`src/rtl/writeback_regfile_if.sv`:
```
// Bus between the memory stage and the write-back stage: the M-stage
// instruction fields and pipeline control going in, and the W pipeline
// register contents coming back out for decode forwarding.
interface writeback_regfile_if;
    logic [2:0]  M_stat;
    logic [3:0]  M_icode;
    logic [3:0]  M_dstE;
    logic [3:0]  M_dstM;
    logic [63:0] M_valE;
    logic [63:0] m_valM;
    logic        W_stall;
    logic        W_bubble;
    logic [2:0]  W_stat;
    logic [3:0]  W_icode;
    logic [3:0]  W_dstE;
    logic [3:0]  W_dstM;
    logic [63:0] W_valE;
    logic [63:0] W_valM;

    // Memory-stage side: drives the instruction and control, sees W contents.
    modport master (
        output M_stat, M_icode, M_dstE, M_dstM, M_valE, m_valM,
        output W_stall, W_bubble,
        input  W_stat, W_icode, W_dstE, W_dstM, W_valE, W_valM
    );

    // Write-back stage side.
    modport slave (
        input  M_stat, M_icode, M_dstE, M_dstM, M_valE, m_valM,
        input  W_stall, W_bubble,
        output W_stat, W_icode, W_dstE, W_dstM, W_valE, W_valM
    );
endinterface

```
`src/rtl/writeback_regfile.sv`:
```
// Y86-64 write-back stage: W pipeline register, the 15 architectural
// registers, processor status and the retired-instruction counter.
// An instruction latched into W at one edge is committed at the next.
module writeback_regfile #(
    parameter logic [63:0] RSP_INIT = 64'h0,
    parameter logic [2:0]  S_BUB    = 3'd0,
    parameter logic [2:0]  S_AOK    = 3'd1,
    parameter logic [2:0]  S_HLT    = 3'd2,
    parameter logic [2:0]  S_ADR    = 3'd3,
    parameter logic [2:0]  S_INS    = 3'd4
) (
    input  logic                  clk,
    input  logic                  reset,
    writeback_regfile_if.slave    wb,
    output logic [63:0]           reg0,
    output logic [63:0]           reg1,
    output logic [63:0]           reg2,
    output logic [63:0]           reg3,
    output logic [63:0]           reg4,
    output logic [63:0]           reg5,
    output logic [63:0]           reg6,
    output logic [63:0]           reg7,
    output logic [63:0]           reg8,
    output logic [63:0]           reg9,
    output logic [63:0]           reg10,
    output logic [63:0]           reg11,
    output logic [63:0]           reg12,
    output logic [63:0]           reg13,
    output logic [63:0]           reg14,
    output logic [2:0]            stat,
    output logic                  halted,
    output logic [63:0]           retired
);

    localparam logic [3:0] ICODE_NOP = 4'h1;
    localparam logic [3:0] REG_NONE  = 4'hF;

    logic [2:0]  w_stat_reg;
    logic [3:0]  w_icode_reg;
    logic [3:0]  w_dste_reg;
    logic [3:0]  w_dstm_reg;
    logic [63:0] w_vale_reg;
    logic [63:0] w_valm_reg;

    logic [2:0]  stat_reg;
    logic        halted_reg;
    logic [63:0] retired_reg;

    logic [63:0] reg_file [0:14];

    logic        commit_en;
    logic        halt_now;
    logic [2:0]  stat_next;

    // Only a live AOK instruction commits; any non-bubble, non-AOK status
    // stops the machine. Unknown codes 5..7 are reported as an illegal op.
    always_comb begin
        commit_en = (w_stat_reg == S_AOK) && !halted_reg;
        halt_now  = !halted_reg && (w_stat_reg != S_AOK) && (w_stat_reg != S_BUB);
        stat_next = S_INS;
        if ((w_stat_reg == S_HLT) || (w_stat_reg == S_ADR)) begin
            stat_next = w_stat_reg;
        end
    end

    // W pipeline register: frozen when halted, stall beats bubble.
    always_ff @(posedge clk) begin
        if (reset) begin
            w_stat_reg  <= S_BUB;
            w_icode_reg <= ICODE_NOP;
            w_dste_reg  <= REG_NONE;
            w_dstm_reg  <= REG_NONE;
            w_vale_reg  <= 64'd0;
            w_valm_reg  <= 64'd0;
        end else if (halted_reg || wb.W_stall) begin
            w_stat_reg  <= w_stat_reg;
        end else if (wb.W_bubble) begin
            w_stat_reg  <= S_BUB;
            w_icode_reg <= ICODE_NOP;
            w_dste_reg  <= REG_NONE;
            w_dstm_reg  <= REG_NONE;
            w_vale_reg  <= 64'd0;
            w_valm_reg  <= 64'd0;
        end else begin
            w_stat_reg  <= wb.M_stat;
            w_icode_reg <= wb.M_icode;
            w_dste_reg  <= wb.M_dstE;
            w_dstm_reg  <= wb.M_dstM;
            w_vale_reg  <= wb.M_valE;
            w_valm_reg  <= wb.m_valM;
        end
    end

    // One write process per architectural register; the M port takes
    // priority so popq %rsp leaves the popped value in %rsp.
    generate
        for (genvar gi = 0; gi < 15; gi++) begin : g_reg
            localparam logic [3:0] IDX = 4'(gi);
            always_ff @(posedge clk) begin
                if (reset) begin
                    reg_file[gi] <= (gi == 4) ? RSP_INIT : 64'd0;
                end else if (commit_en && (w_dstm_reg == IDX)) begin
                    reg_file[gi] <= w_valm_reg;
                end else if (commit_en && (w_dste_reg == IDX)) begin
                    reg_file[gi] <= w_vale_reg;
                end
            end
        end
    endgenerate

    // Status, sticky halt and retired count; a stalled instruction
    // re-commits and therefore counts again every cycle it is held.
    always_ff @(posedge clk) begin
        if (reset) begin
            stat_reg    <= S_AOK;
            halted_reg  <= 1'b0;
            retired_reg <= 64'd0;
        end else if (halt_now) begin
            stat_reg    <= stat_next;
            halted_reg  <= 1'b1;
        end else if (commit_en) begin
            retired_reg <= retired_reg + 64'd1;
        end
    end

    assign wb.W_stat  = w_stat_reg;
    assign wb.W_icode = w_icode_reg;
    assign wb.W_dstE  = w_dste_reg;
    assign wb.W_dstM  = w_dstm_reg;
    assign wb.W_valE  = w_vale_reg;
    assign wb.W_valM  = w_valm_reg;

    assign stat    = stat_reg;
    assign halted  = halted_reg;
    assign retired = retired_reg;

    assign reg0  = reg_file[0];
    assign reg1  = reg_file[1];
    assign reg2  = reg_file[2];
    assign reg3  = reg_file[3];
    assign reg4  = reg_file[4];
    assign reg5  = reg_file[5];
    assign reg6  = reg_file[6];
    assign reg7  = reg_file[7];
    assign reg8  = reg_file[8];
    assign reg9  = reg_file[9];
    assign reg10 = reg_file[10];
    assign reg11 = reg_file[11];
    assign reg12 = reg_file[12];
    assign reg13 = reg_file[13];
    assign reg14 = reg_file[14];

endmodule

```
`src/flat_wrapper.sv`:
```
// flat-port wrapper written by rule: the top's interface ports become plain ports
module writeback_regfile_flat 
#(
    parameter logic [63:0] RSP_INIT = 64'h0,
    parameter logic [2:0]  S_BUB    = 3'd0,
    parameter logic [2:0]  S_AOK    = 3'd1,
    parameter logic [2:0]  S_HLT    = 3'd2,
    parameter logic [2:0]  S_ADR    = 3'd3,
    parameter logic [2:0]  S_INS    = 3'd4
)
  (clk, reset, reg0, reg1, reg2, reg3, reg4, reg5, reg6, reg7, reg8, reg9, reg10, reg11, reg12, reg13, reg14, stat, halted, retired, wb_M_stat, wb_M_icode, wb_M_dstE, wb_M_dstM, wb_M_valE, wb_m_valM, wb_W_stall, wb_W_bubble, wb_W_stat, wb_W_icode, wb_W_dstE, wb_W_dstM, wb_W_valE, wb_W_valM);
  writeback_regfile_if wb_i ();
  input  logic clk;
  input  logic reset;
  output logic [63:0] reg0;
  output logic [63:0] reg1;
  output logic [63:0] reg2;
  output logic [63:0] reg3;
  output logic [63:0] reg4;
  output logic [63:0] reg5;
  output logic [63:0] reg6;
  output logic [63:0] reg7;
  output logic [63:0] reg8;
  output logic [63:0] reg9;
  output logic [63:0] reg10;
  output logic [63:0] reg11;
  output logic [63:0] reg12;
  output logic [63:0] reg13;
  output logic [63:0] reg14;
  output logic [2:0] stat;
  output logic halted;
  output logic [63:0] retired;
  input wire logic [$bits(wb_i.M_stat)-1:0] wb_M_stat;
  input wire logic [$bits(wb_i.M_icode)-1:0] wb_M_icode;
  input wire logic [$bits(wb_i.M_dstE)-1:0] wb_M_dstE;
  input wire logic [$bits(wb_i.M_dstM)-1:0] wb_M_dstM;
  input wire logic [$bits(wb_i.M_valE)-1:0] wb_M_valE;
  input wire logic [$bits(wb_i.m_valM)-1:0] wb_m_valM;
  input wire logic [$bits(wb_i.W_stall)-1:0] wb_W_stall;
  input wire logic [$bits(wb_i.W_bubble)-1:0] wb_W_bubble;
  output wire logic [$bits(wb_i.W_stat)-1:0] wb_W_stat;
  output wire logic [$bits(wb_i.W_icode)-1:0] wb_W_icode;
  output wire logic [$bits(wb_i.W_dstE)-1:0] wb_W_dstE;
  output wire logic [$bits(wb_i.W_dstM)-1:0] wb_W_dstM;
  output wire logic [$bits(wb_i.W_valE)-1:0] wb_W_valE;
  output wire logic [$bits(wb_i.W_valM)-1:0] wb_W_valM;
  assign wb_i.M_stat = wb_M_stat;
  assign wb_i.M_icode = wb_M_icode;
  assign wb_i.M_dstE = wb_M_dstE;
  assign wb_i.M_dstM = wb_M_dstM;
  assign wb_i.M_valE = wb_M_valE;
  assign wb_i.m_valM = wb_m_valM;
  assign wb_i.W_stall = wb_W_stall;
  assign wb_i.W_bubble = wb_W_bubble;
  assign wb_W_stat = wb_i.W_stat;
  assign wb_W_icode = wb_i.W_icode;
  assign wb_W_dstE = wb_i.W_dstE;
  assign wb_W_dstM = wb_i.W_dstM;
  assign wb_W_valE = wb_i.W_valE;
  assign wb_W_valM = wb_i.W_valM;
  writeback_regfile #(.RSP_INIT(RSP_INIT), .S_BUB(S_BUB), .S_AOK(S_AOK), .S_HLT(S_HLT), .S_ADR(S_ADR), .S_INS(S_INS)) u_core (.clk(clk), .reset(reset), .wb(wb_i), .reg0(reg0), .reg1(reg1), .reg2(reg2), .reg3(reg3), .reg4(reg4), .reg5(reg5), .reg6(reg6), .reg7(reg7), .reg8(reg8), .reg9(reg9), .reg10(reg10), .reg11(reg11), .reg12(reg12), .reg13(reg13), .reg14(reg14), .stat(stat), .halted(halted), .retired(retired));
endmodule
```
`config.mk`:
```
export PLATFORM = sky130hd
export DESIGN_NAME = writeback_regfile_flat
export DESIGN_NICKNAME = d
export VERILOG_FILES = /design/src/rtl/writeback_regfile_if.sv /design/src/rtl/writeback_regfile.sv /design/src/flat_wrapper.sv
export SDC_FILE = /design/constraint.sdc
export NUM_CORES = 1
export LEC_CHECK = 0
export BUFFER_PORTS_ARGS = -buffer_cell sky130_fd_sc_hd__buf_2
export CAP_MARGIN = 20
export CELL_PAD_IN_SITES_DETAIL_PLACEMENT = 1
export CELL_PAD_IN_SITES_GLOBAL_PLACEMENT = 2
export CORE_AREA = 2 2 511 513
export CTS_BUF_LIST = sky130_fd_sc_hd__clkbuf_2 sky130_fd_sc_hd__clkbuf_4 sky130_fd_sc_hd__clkbuf_8
export CTS_CLUSTER_SIZE = 16
export DETAILED_ROUTE_END_ITERATION = 16
export DIE_AREA = 0 0 513 515
export GPL_TIMING_DRIVEN = 0
export MAX_ROUTING_LAYER = met4
export PLACE_DENSITY_LB_ADDON = 0.1
export SLEW_MARGIN = 20
export SYNTH_ARGS = -nofsm -noshare
export SYNTH_HDL_FRONTEND = slang
export SYNTH_SLANG_ARGS = --single-unit
export TNS_END_PERCENT = 20
```
`constraint.sdc`:
```
create_clock -name clk -period 7.7 [get_ports clk]
set_input_delay 0.385 -clock clk [delete_from_list [all_inputs] [get_ports clk]]
set_output_delay 0.385 -clock clk [all_outputs]
set_load 0.1 [all_outputs]
```
==> flow_metrics.env, run 1 <==
export IMPL_die_h_um=515
export IMPL_vias=41849
export IMPL_fp_dieW_um=513
export IMPL_globalplace_congestion=0.855
export IMPL_cts_sinks=1171
export IMPL_remaining_drc_errors=0
export IMPL_final_period_minus_worst_setup_slack_ns=4.26
export IMPL_cp_required_ns=8.52
export IMPL_ctsResizeCount=0
export IMPL_worst_clock_skew_ns=0.0617
export IMPL_timing_fmax_mhz=235
export IMPL_htree_num_levels=4
export IMPL_cts_root_buf="clkbuf_8"
export IMPL_ys_ff_latch=1171
export IMPL_yosys_top_cells_area="edfxtp_1, a22o_1, dfxtp_1, clkbuf_1, nand3b_1"
export IMPL_worst_pin_slew_ns=1.16
export IMPL_dp_hpwl_um=260000
export IMPL_status="finished clean"
export IMPL_p_leak_nw=26.6
export IMPL_nets=5487
export IMPL_rsz0062_at_grt="no"
export IMPL_synthDistinctLibCells=38
export IMPL_ys_seq_area_share_pct=68.3
export IMPL_netlist_area_um2=48400
export IMPL_startpoint_type="flop"
export IMPL_grt_antenna_before_repair=66
export IMPL_setup_viol=0
export IMPL_grt_ovfl_total=0
export IMPL_dr_first_iter_drc_count=3320
export IMPL_ys_warn_count=0
export IMPL_cts_max_path_buffers=3
export IMPL_fp_coreArea_um2=259000
export IMPL_post_synth_top_area_cell="edfxtp_1"
export IMPL_vias_per_cell=4.66
export IMPL_largest_register="u_core.reg_file"
export IMPL_grt_usage_pct=25.1
export IMPL_cts_made_buffers=228
export IMPL_crit_type="flop to flop"
export IMPL_slew_headroom_pct=22.9
export IMPL_fin_crit_sh_pct=55.3
export IMPL_ant_nets=0
export IMPL_fill_cells=28792
export IMPL_first_global_vias=42671
export IMPL_place_inst=8335
export IMPL_avgSynthCellArea_um2=13.8
export IMPL_largest_register_ffs=960
export IMPL_post_drt_wl_per_cell_um=37.2
export IMPL_cp_end_kind="flop"
export IMPL_grt_max_degree=35
export IMPL_start_util_pct=18.7
export IMPL_hold_viol=0
export IMPL_syn_nets=3658
export IMPL_final_common_cell="buf_2"
export IMPL_num_rows=187
export IMPL_clock_latency_ns=1.01
export IMPL_critPathMaxFanout=10
export IMPL_hp_class="primary input to flop"
export IMPL_pin_count=1318
export IMPL_power_density_nw_per_um2=245
export IMPL_peakVddDrop_mv=0.165
export IMPL_drive_above_1_share_pct=34.3
export IMPL_holdWs_ns=0.132
export IMPL_fin_cells=8981
export IMPL_drt_total_wl_um=334000
export IMPL_drv_slew=0
export IMPL_synth_cells=3510
export IMPL_cap_violations=0
export IMPL_final_cell_mix="buf_2, a22o_1, edfxtp_1"
export IMPL_crit_arrival_ns=5.08
export IMPL_portBuffers=1316
export IMPL_grt_first_pass_wirelength_um=429000
export IMPL_cts_tree="yes"
export IMPL_die_area_um2=264000
export IMPL_first_pass_iters=6
export IMPL_clk_pin_slew_ns=0.06
export IMPL_layout_area_overhead_vs_synth_pct=41.0
export IMPL_synth_top_area_share_pct=59.6
## synthesized netlist by cell type
cell type / n
a311o_1: 2
xnor2_1: 6
buf_1: 142
nand2_1: 165
nand4_1: 34
buf_6: 6
clkbuf_1: 352
o21ai_0: 21
a21oi_1: 176
edfxtp_1: 960
nand3b_1: 137
xor2_1: 18
buf_2: 35
nor4_1: 6
and3_1: 6
and4bb_2: 1
nor2_2: 3
nor2b_1: 6
or4_1: 23
nand3_1: 25
nand2b_1: 7
nor4_4: 2
o21bai_1: 9
nor3_2: 13
or3_1: 31
nor4b_1: 1
dfxtp_1: 211
inv_1: 3
a22o_1: 960
nor4_2: 1
ha_1: 1
or4b_4: 1
and4_1: 13
nor2_1: 75
and2_1: 7
o31ai_1: 22
nor3_1: 26
or2_2: 3
## logic make-up after synthesis
family	synth area share [%]
flip-flops	68.3
AO/OA/AOI/OAI	19.9
XOR/XNOR	0.435
AND/OR/NAND/NOR	6.90
buffers and inverters	4.36
adder cells (fa/ha/maj)	0.0259
## layout make-up
type | count | area [um^2] | area share (%)
Buffer | 535 | 2110 | 3.10
Inverter | 3 | 11.3 | 0.0165
Clock inverter | 100 | 774 | 1.14
Multi-Input combinational cell | 1801 | 13500 | 19.8
Tap cell | 3402 | 4260 | 6.24
Timing Repair Buffer | 1599 | 10400 | 15.3
Antenna cell | 39 | 97.6 | 0.143
Clock buffer | 331 | 3970 | 5.83
Sequential cell | 1171 | 33100 | 48.5
## final timing paths
kind	endpoint	slack, ns	from	cells past startpoint
worst max-delay path	u_core.reg_file[1][16]	3.44	u_core.halted	8
worst min-delay path	u_core.wb.W_valE[35]	0.13	wb_W_bubble	3
worst max register to register	u_core.reg_file[1][16]	3.44	u_core.halted	8
worst min register to register	u_core.wb.W_icode[1]	0.47	u_core.wb.W_icode[1]	2
## worst max-delay path: stages, from the launching register on
cell	delay, ns
dfxtp_1	0.34
buf_2	0.19
or4b_4	0.56
nor2_1	0.25
nand2_1	0.34
nor3_1	0.61
buf_2	0.83
buf_1	0.68
a22o_1	0.26
## where the power goes
part	switching (mW)	total [mW]	internal [mW]
sequential	0.128	7.17	7.04
clock	3.14	6.74	3.61
combinational	2.44	2.81	0.371
## repair_timing
item,CTS,global route
buffers inserted,0,0
endpoints found under the hold margin,143,0
hold buffers,176,0
## through the flow
stage                TNS, ns  util (%)  area (um^2)  power (mW)  setup WS (ns)
floorplan                  0         -        48400        9.16          0.580
finish                     0      26.4        68200        16.7           3.44
global route               0      26.4        68200        17.2           3.24
global placement    -1345.13      22.9        59200        10.0          -7.34
detailed placement         0      23.8        61600        10.1           3.39
CTS                        0      26.3        68100        16.9           3.34
## per-layer routing
metal	wire length [um]	track usage, %	vias to the layer above
li1	-	-	17566
met1	142000	31.1	22049
met2	156000	39.9	1878
met3	25000	6.50	356
met4	11400	7.64	0
met5	0	-	-
Note: power is estimated with default switching activity, not from simulation.
==> inputs of run 2 (changes only) <==
--- a/config.mk
+++ b/config.mk
@@ -5,15 +5,16 @@
 export SDC_FILE = /design/constraint.sdc
 export NUM_CORES = 1
 export LEC_CHECK = 0
+export ABC_AREA = 1
 export BUFFER_PORTS_ARGS = -buffer_cell sky130_fd_sc_hd__buf_2
 export CAP_MARGIN = 20
 export CELL_PAD_IN_SITES_DETAIL_PLACEMENT = 1
 export CELL_PAD_IN_SITES_GLOBAL_PLACEMENT = 2
-export CORE_AREA = 2 2 511 513
+export CORE_AREA = 2 2 507 509
 export CTS_BUF_LIST = sky130_fd_sc_hd__clkbuf_2 sky130_fd_sc_hd__clkbuf_4 sky130_fd_sc_hd__clkbuf_8
 export CTS_CLUSTER_SIZE = 16
 export DETAILED_ROUTE_END_ITERATION = 16
-export DIE_AREA = 0 0 513 515
+export DIE_AREA = 0 0 509 511
 export GPL_TIMING_DRIVEN = 0
 export MAX_ROUTING_LAYER = met4
 export PLACE_DENSITY_LB_ADDON = 0.1
==> constraint.sdc (replaced) <==
create_clock -name clk -period 3.6 [get_ports clk]
set_input_delay 0.18 -clock clk [delete_from_list [all_inputs] [get_ports clk]]
set_output_delay 0.18 -clock clk [all_outputs]
set_load 0.1 [all_outputs]
==> run 2 against run 1 <==
Utilization down 0.41 points. Largest power group unchanged. Critical endpoint is now u_core.reg_file[1][214]. Via count up 3.3%. Register-to-register slack worse by 3.3 ns.
==> flow_metrics.env, run 2 <==
export IMPL_dp_hpwl_um=266000
export IMPL_num_rows=186
export IMPL_critPathSlowestCell="buf_1"
export IMPL_ys_warn_count=0
export IMPL_first_pass_iters=5
export IMPL_finish_utilization_pct=26.0
export IMPL_design_area_um2=66300
export IMPL_crit_arrival_ns=4.33
export IMPL_power_density_nw_per_um2=572
export IMPL_grt_ovfl_total=0
export IMPL_placed_area_um2=58900
export IMPL_cap_violations=0
export IMPL_crit_family="buffers and inverters"
export IMPL_worst_clock_skew_ns=0.0850
export IMPL_netlist_area_um2=46100
export IMPL_start_util_pct=18.1
export IMPL_vias_per_cell=4.70
export IMPL_yosys_top_cells_area="edfxtp_1, o22ai_1, dfxtp_1, clkbuf_1, a211oi_1"
export IMPL_htree_num_levels=4
export IMPL_fin_crit_sh_pct=99.1
export IMPL_p_leak_nw=25.0
export IMPL_largest_register="u_core.reg_file"
export IMPL_final_common_cell="buf_2"
export IMPL_slew_headroom_pct=16.3
export IMPL_synth_main_ff_cell="edfxtp_1"
export IMPL_max_stage_delay_ns=0.94
export IMPL_globalplace_congestion=0.851
export IMPL_dr_first_iter_drc_count=4081
export IMPL_drv_slew=0
export IMPL_grt_antenna_before_repair=69
export IMPL_cp_end_kind="flop"
export IMPL_rsz0062_at_grt="no"
export IMPL_cts_max_path_buffers=3
export IMPL_cts_made_buffers=227
export IMPL_synth_top_area_share_pct=62.5
export IMPL_fp_dieW_um=509
export IMPL_post_drt_wl_per_cell_um=37.2
export IMPL_cts_sinks=1171
export IMPL_vias=43210
export IMPL_critical_path_buf_inv_count=9
export IMPL_timing_fmax_mhz=280
export IMPL_syn_nets=3797
export IMPL_clock_latency_ns=1.05
export IMPL_crit_chain="dlygate4sd3_1 > buf_2 > inv_2 > clkbuf_1 > buf_1 > o211ai_1 > buf_4 > buf_4 > buf_4 > buf_4"
export IMPL_drt_total_wl_um=342000
export IMPL_pin_count=1318
export IMPL_first_global_vias=43086
export IMPL_synth_cells=3649
export IMPL_fill_cells=28875
export IMPL_multi_input_area_um2=10900
export IMPL_startpoint_type="primary input"
export IMPL_cts_tree="yes"
export IMPL_fp_coreArea_um2=255000
export IMPL_setup_viol=0
export IMPL_grt_first_pass_wirelength_um=436000
export IMPL_seq_area_um2=33100
export IMPL_peakVddDrop_mv=0.297
export IMPL_holdWs_ns=0.129
export IMPL_async_reset_ff_share_pct=0
export IMPL_layout_area_overhead_vs_synth_pct=43.8
export IMPL_die_area_um2=260000
export IMPL_remaining_drc_errors=0
export IMPL_critPathMaxFanout=10
export IMPL_hold_viol=0
export IMPL_ant_nets=0
export IMPL_grt_usage_pct=26.0
export IMPL_status="finished clean"
export IMPL_avgSynthCellArea_um2=12.6
export IMPL_worst_pin_slew_ns=1.26
export IMPL_cp_required_ns=4.36
export IMPL_final_cell_mix="buf_2, o22ai_1, edfxtp_1"
export IMPL_synth_edf_count=960
export IMPL_final_period_minus_worst_setup_slack_ns=3.57
export IMPL_die_h_um=511
export IMPL_ys_ff_latch=1171
export IMPL_post_synth_top_area_cell="edfxtp_1"
export IMPL_portBuffers=1315
export IMPL_grt_max_degree=31
export IMPL_cts_root_buf="clkbuf_8"
export IMPL_crit_type="primary input to flop"
export IMPL_drive_above_1_share_pct=34.8
export IMPL_hp_class="primary input to flop"
export IMPL_nets=5722
export IMPL_largest_register_ffs=960
export IMPL_synthDistinctLibCells=38
export IMPL_crit_top_cell="buf_4"
export IMPL_clk_pin_slew_ns=0.06
export IMPL_netlist_top_cells_count="edfxtp_1, o22ai_1, clkbuf_1"
export IMPL_ys_seq_area_share_pct=71.7
run 2: kinds of logic after synthesis:
family | share of synthesized area, %
simple gates | 5.22
flops | 71.7
buf+inv | 5.31
compound gates | 17.6
fa+ha+maj | 0.0271
xor+xnor | 0.152
run 2: path summary, 6_finish.rpt:
| kind | depth (start not counted) | startpoint | to | slack, ns |
|---|---|---|---|---|
| min reg2reg | 2 | u_core.wb.W_icode[3] | u_core.wb.W_icode[3] | 0.47 |
| max | 10 | reset | u_core.reg_file[1][214] | 0.03 |
| max reg2reg | 10 | u_core.wb.W_stat[2] | u_core.reg_file[0][255] | 0.13 |
| min | 4 | wb_M_valE[13] | u_core.wb.W_valE[13] | 0.13 |
run 2: final cells by class:
class | count | share of cell area, %
flip-flops and latches | 1171 | 49.9
multi-input cells | 1863 | 16.4
repair buffers | 1697 | 16.3
well taps | 3384 | 6.39
clock buffers | 330 | 6.05
plain buffers | 392 | 2.48
inverters | 222 | 1.26
clock inverters | 100 | 1.10
diodes | 34 | 0.128
run 2: where the power goes:
part           switching (mW)  leakage (nW)  internal (mW)
logic                    6.99          10.8           1.10
clock network            6.76          2.54           7.59
registers               0.305          11.6           15.2
run 2: metrics by stage:
stage	std cells	power (mW)	setup WS [ns]	TNS (ns)
2_1_floorplan	3649	21.1	-0.997	-625.85
3_3_place_gp	8348	23.6	-6.31	-4612.16
3_5_place_dp	8478	23.7	-0.721	-61.57
4_1_cts	9160	38.3	0.0407	0
5_1_grt	9177	39.0	0.00679	0
6_report	9193	37.9	0.0320	0
run 2: worst min-delay path, cell delays in order:
cell and delay [ns]:
dlygate4sd3_1 0.57, buf_2 0.13, a21oi_1 0.13, a211oi_1 0.06
run 2: repair_timing:
action	in CTS	in global routing
gates resized for setup	8	2
endpoints found under the hold margin	162	0
buffers inserted	1	0
pin swaps	2	0
endpoints found under the setup margin	221	58
hold buffers	251	0
run 2: metal layers:
layer	share of wire, %	GRT usage, %	vias to the layer above
met5	0	-	-
met4	4.2	9.67	0
met3	6.3	5.24	461
met2	48	42.1	2057
met1	42	31.8	22527
li1	-	-	18165
==> inputs of run 3 (changes only) <==
--- a/config.mk
+++ b/config.mk
@@ -7,7 +7,6 @@
 export LEC_CHECK = 0
 export ABC_AREA = 1
 export BUFFER_PORTS_ARGS = -buffer_cell sky130_fd_sc_hd__buf_2
-export CAP_MARGIN = 20
 export CELL_PAD_IN_SITES_DETAIL_PLACEMENT = 1
 export CELL_PAD_IN_SITES_GLOBAL_PLACEMENT = 2
 export CORE_AREA = 2 2 507 509
@@ -18,6 +17,7 @@
 export GPL_TIMING_DRIVEN = 0
 export MAX_ROUTING_LAYER = met4
 export PLACE_DENSITY_LB_ADDON = 0.1
+export RECOVER_POWER = 25
 export SLEW_MARGIN = 20
 export SYNTH_ARGS = -nofsm -noshare
 export SYNTH_HDL_FRONTEND = slang
==> run 3 against run 2 <==
The flow now finishes with violations (capacitance limit, slew limit). Clock skew down 0.012 ns. Hold slack worse by 0.0032 ns. Die area unchanged. Register-to-register slack about the same. Sequential cell count unchanged. Worst setup slack better by 0.015 ns. Power up 0.40%. Cell count about the same. Critical path depth unchanged. Critical endpoint unchanged. Largest power group unchanged.
==> flow_metrics.env, run 3 (synthesis gave the netlist of run 2 again) <==
export IMPL_status="complete, but fails checks"
export IMPL_failed_checks="capacitance limit, slew limit"
export IMPL_drive_above_1_share_pct=20.7
export IMPL_rsz0062_at_grt="no"
export IMPL_peakVddDrop_mv=0.304
export IMPL_crit_chain="dlygate4sd3_1 > buf_2 > inv_2 > clkbuf_1 > clkbuf_1 > o211ai_1 > buf_4 > buf_4 > buf_4 > buf_4"
export IMPL_start_util_pct=18.1
export IMPL_startpoint_type="primary input"
export IMPL_timing_fmax_mhz=281
export IMPL_num_rows=186
export IMPL_drv_slew=10
export IMPL_rr_startpoint="u_core.wb.W_stat[2]"
export IMPL_worstHoldStart="wb_W_stall"
export IMPL_critPathMaxFanout=10
export IMPL_final_common_cell="clkbuf_1"
export IMPL_layout_area_overhead_vs_synth_pct=41.6
export IMPL_p_leak_nw=22.3
export IMPL_cts_max_path_buffers=3
export IMPL_nets=5722
export IMPL_worst_r2r_path_depth=10
export IMPL_worst_pin_slew_ns=1.61
export IMPL_final_setup_tns_ns=0
export IMPL_cts_root_buf="clkbuf_8"
export IMPL_clk_pin_slew_ns=0.06
export IMPL_hold_viol=0
export IMPL_setup_ws_ns=0.0468
export IMPL_critPathSlowestCell="clkbuf_1"
export IMPL_seq_area_um2=33100
export IMPL_critical_path_buf_inv_count=9
export IMPL_fill_cells=29098
export IMPL_die_area_um2=260000
export IMPL_drt_total_wl_um=343000
export IMPL_portBuffers=1315
export IMPL_power_density_nw_per_um2=583
export IMPL_cts_tree="yes"
export IMPL_final_period_minus_worst_setup_slack_ns=3.55
export IMPL_htree_num_levels=4
export IMPL_ant_nets=0
export IMPL_slew_headroom_pct=-6.72
export IMPL_worst_clock_skew_ns=0.0728
export IMPL_cap_violations=15
export IMPL_max_stage_delay_ns=0.95
export IMPL_fin_crit_sh_pct=98.7
export IMPL_hp_class="primary input to flop"
export IMPL_final_cell_mix="clkbuf_1, o22ai_1, edfxtp_1"
export IMPL_dr_first_iter_drc_count=3814
export IMPL_vias=43270
export IMPL_fp_dieW_um=509
export IMPL_reg2reg_to="u_core.reg_file[0][220]"
export IMPL_vias_per_cell=4.71
export IMPL_globalplace_congestion=0.851
export IMPL_fp_coreArea_um2=255000
export IMPL_die_h_um=511
export IMPL_multi_input_area_um2=10800
export IMPL_cp_required_ns=4.38
export IMPL_cts_made_buffers=229
export IMPL_grt_first_pass_wirelength_um=437000
export IMPL_remaining_drc_errors=0
export IMPL_first_pass_iters=6
export IMPL_crit_top_cell="buf_4"
export IMPL_dp_hpwl_um=265000
export IMPL_grt_max_degree=31
export IMPL_holdPathEnd="u_core.wb.W_dstE[2]"
export IMPL_grt_antenna_before_repair=69
export IMPL_cts_sinks=1171
export IMPL_pin_count=1318
export IMPL_whs_path_depth=4
export IMPL_crit_arrival_ns=4.33
export IMPL_cp_end_kind="flop"
export IMPL_place_ws_ns=-0.714
export IMPL_ff2ff_setup_slack_ns=0.13
export IMPL_clock_latency_ns=1.04
export IMPL_crit_family="buffers and inverters"
export IMPL_largest_register_ffs=960
export IMPL_grt_usage_pct=26.0
export IMPL_setup_viol=0
export IMPL_largest_register="u_core.reg_file"
export IMPL_grt_ovfl_total=0
export IMPL_first_global_vias=43070
export IMPL_post_drt_wl_per_cell_um=37.3
export IMPL_crit_type="primary input to flop"
## run 3: changes by cell type in the layout (fill, tap and decap cells not counted), sizes merged
cell,previous run,this run
dlygate4sd3,251,252
bufinv,5,1
clkinv,83,38
inv,232,233
clkbuf,614,1472
buf,1554,737
clkinvlp,2,0
## run 3: what timing repair did
action                                 4_1_cts  5_1_grt
buffers inserted                             1        0
endpoints found under the hold margin      161        0
setup endpoints to repair                  214       58
gates resized for setup                      8        1
pin swaps                                    2        0
hold buffers                               252        0
## run 3: metal layers
metal | global-route usage [%] | vias up | part of all wire (%)
li1 | - | 18156 | -
met1 | 31.8 | 22549 | 42
met2 | 41.9 | 2042 | 47
met3 | 5.57 | 523 | 6.6
met4 | 9.95 | 0 | 4.7
met5 | - | - | 0
## run 3: stage by stage
stage | cells | cell area [um^2] | hold WS, ns | total power [mW] | utilization, %
after global placement | 8348 | 57000 | 0.420 | 23.6 | 22.3
after detailed placement | 8476 | 58900 | 0.433 | 23.7 | 23.1
after global routing | 9170 | 65300 | 0.0395 | 39.2 | 25.6
final | 9185 | 65300 | 0.126 | 38.1 | 25.6
after floorplan | 3649 | 46200 | 0.327 | 21.1 | -
after CTS | 9153 | 66300 | 0.000747 | 38.6 | 26.0
## run 3: layout make-up
class                           instances  area share [%]
Antenna cell                           34           0.130
Buffer                                391            2.51
Clock buffer                          374            6.81
Clock inverter                         50           0.571
Inverter                              222            1.28
Multi-Input combinational cell       1863            16.6
Sequential cell                      1171            50.7
Tap cell                             3384            6.48
Timing Repair Buffer                 1696            15.0
## run 3: power breakdown
| part | switching [mW] | internal, mW |
|---|---|---|
| registers | 0.319 | 15.2 |
| logic | 6.99 | 0.986 |
| clock network | 6.71 | 7.89 |
## run 3: worst min-delay path: cells and delay by family
family / cells / cell delay [ns]
and+or+nand+nor: 1 / 0.14
AOI/OAI and AO/OA: 1 / 0.27
buffers and inverters: 2 / 0.45
## run 3: how the worst max path moves through the flow
stage / from / endpoint / slack (ns) / cells after the start
final: reset / u_core.reg_file[1][214] / 0.05 / 10
after global routing: u_core.wb.W_stat[2] / u_core.reg_file[1][18] / 0.03 / 11
after CTS: u_core.wb.W_dstE[1] / u_core.reg_file[1][343] / 0.03 / 9
after detailed placement: u_core.wb.W_dstM[1] / u_core.reg_file[1][148] / -0.71 / 9
after global placement: u_core.wb.W_stat[1] / u_core.reg_file[0][31] / -6.31 / 5
after floorplan: u_core.wb.W_stat[1] / u_core.reg_file[1][192] / -1.0 / 5
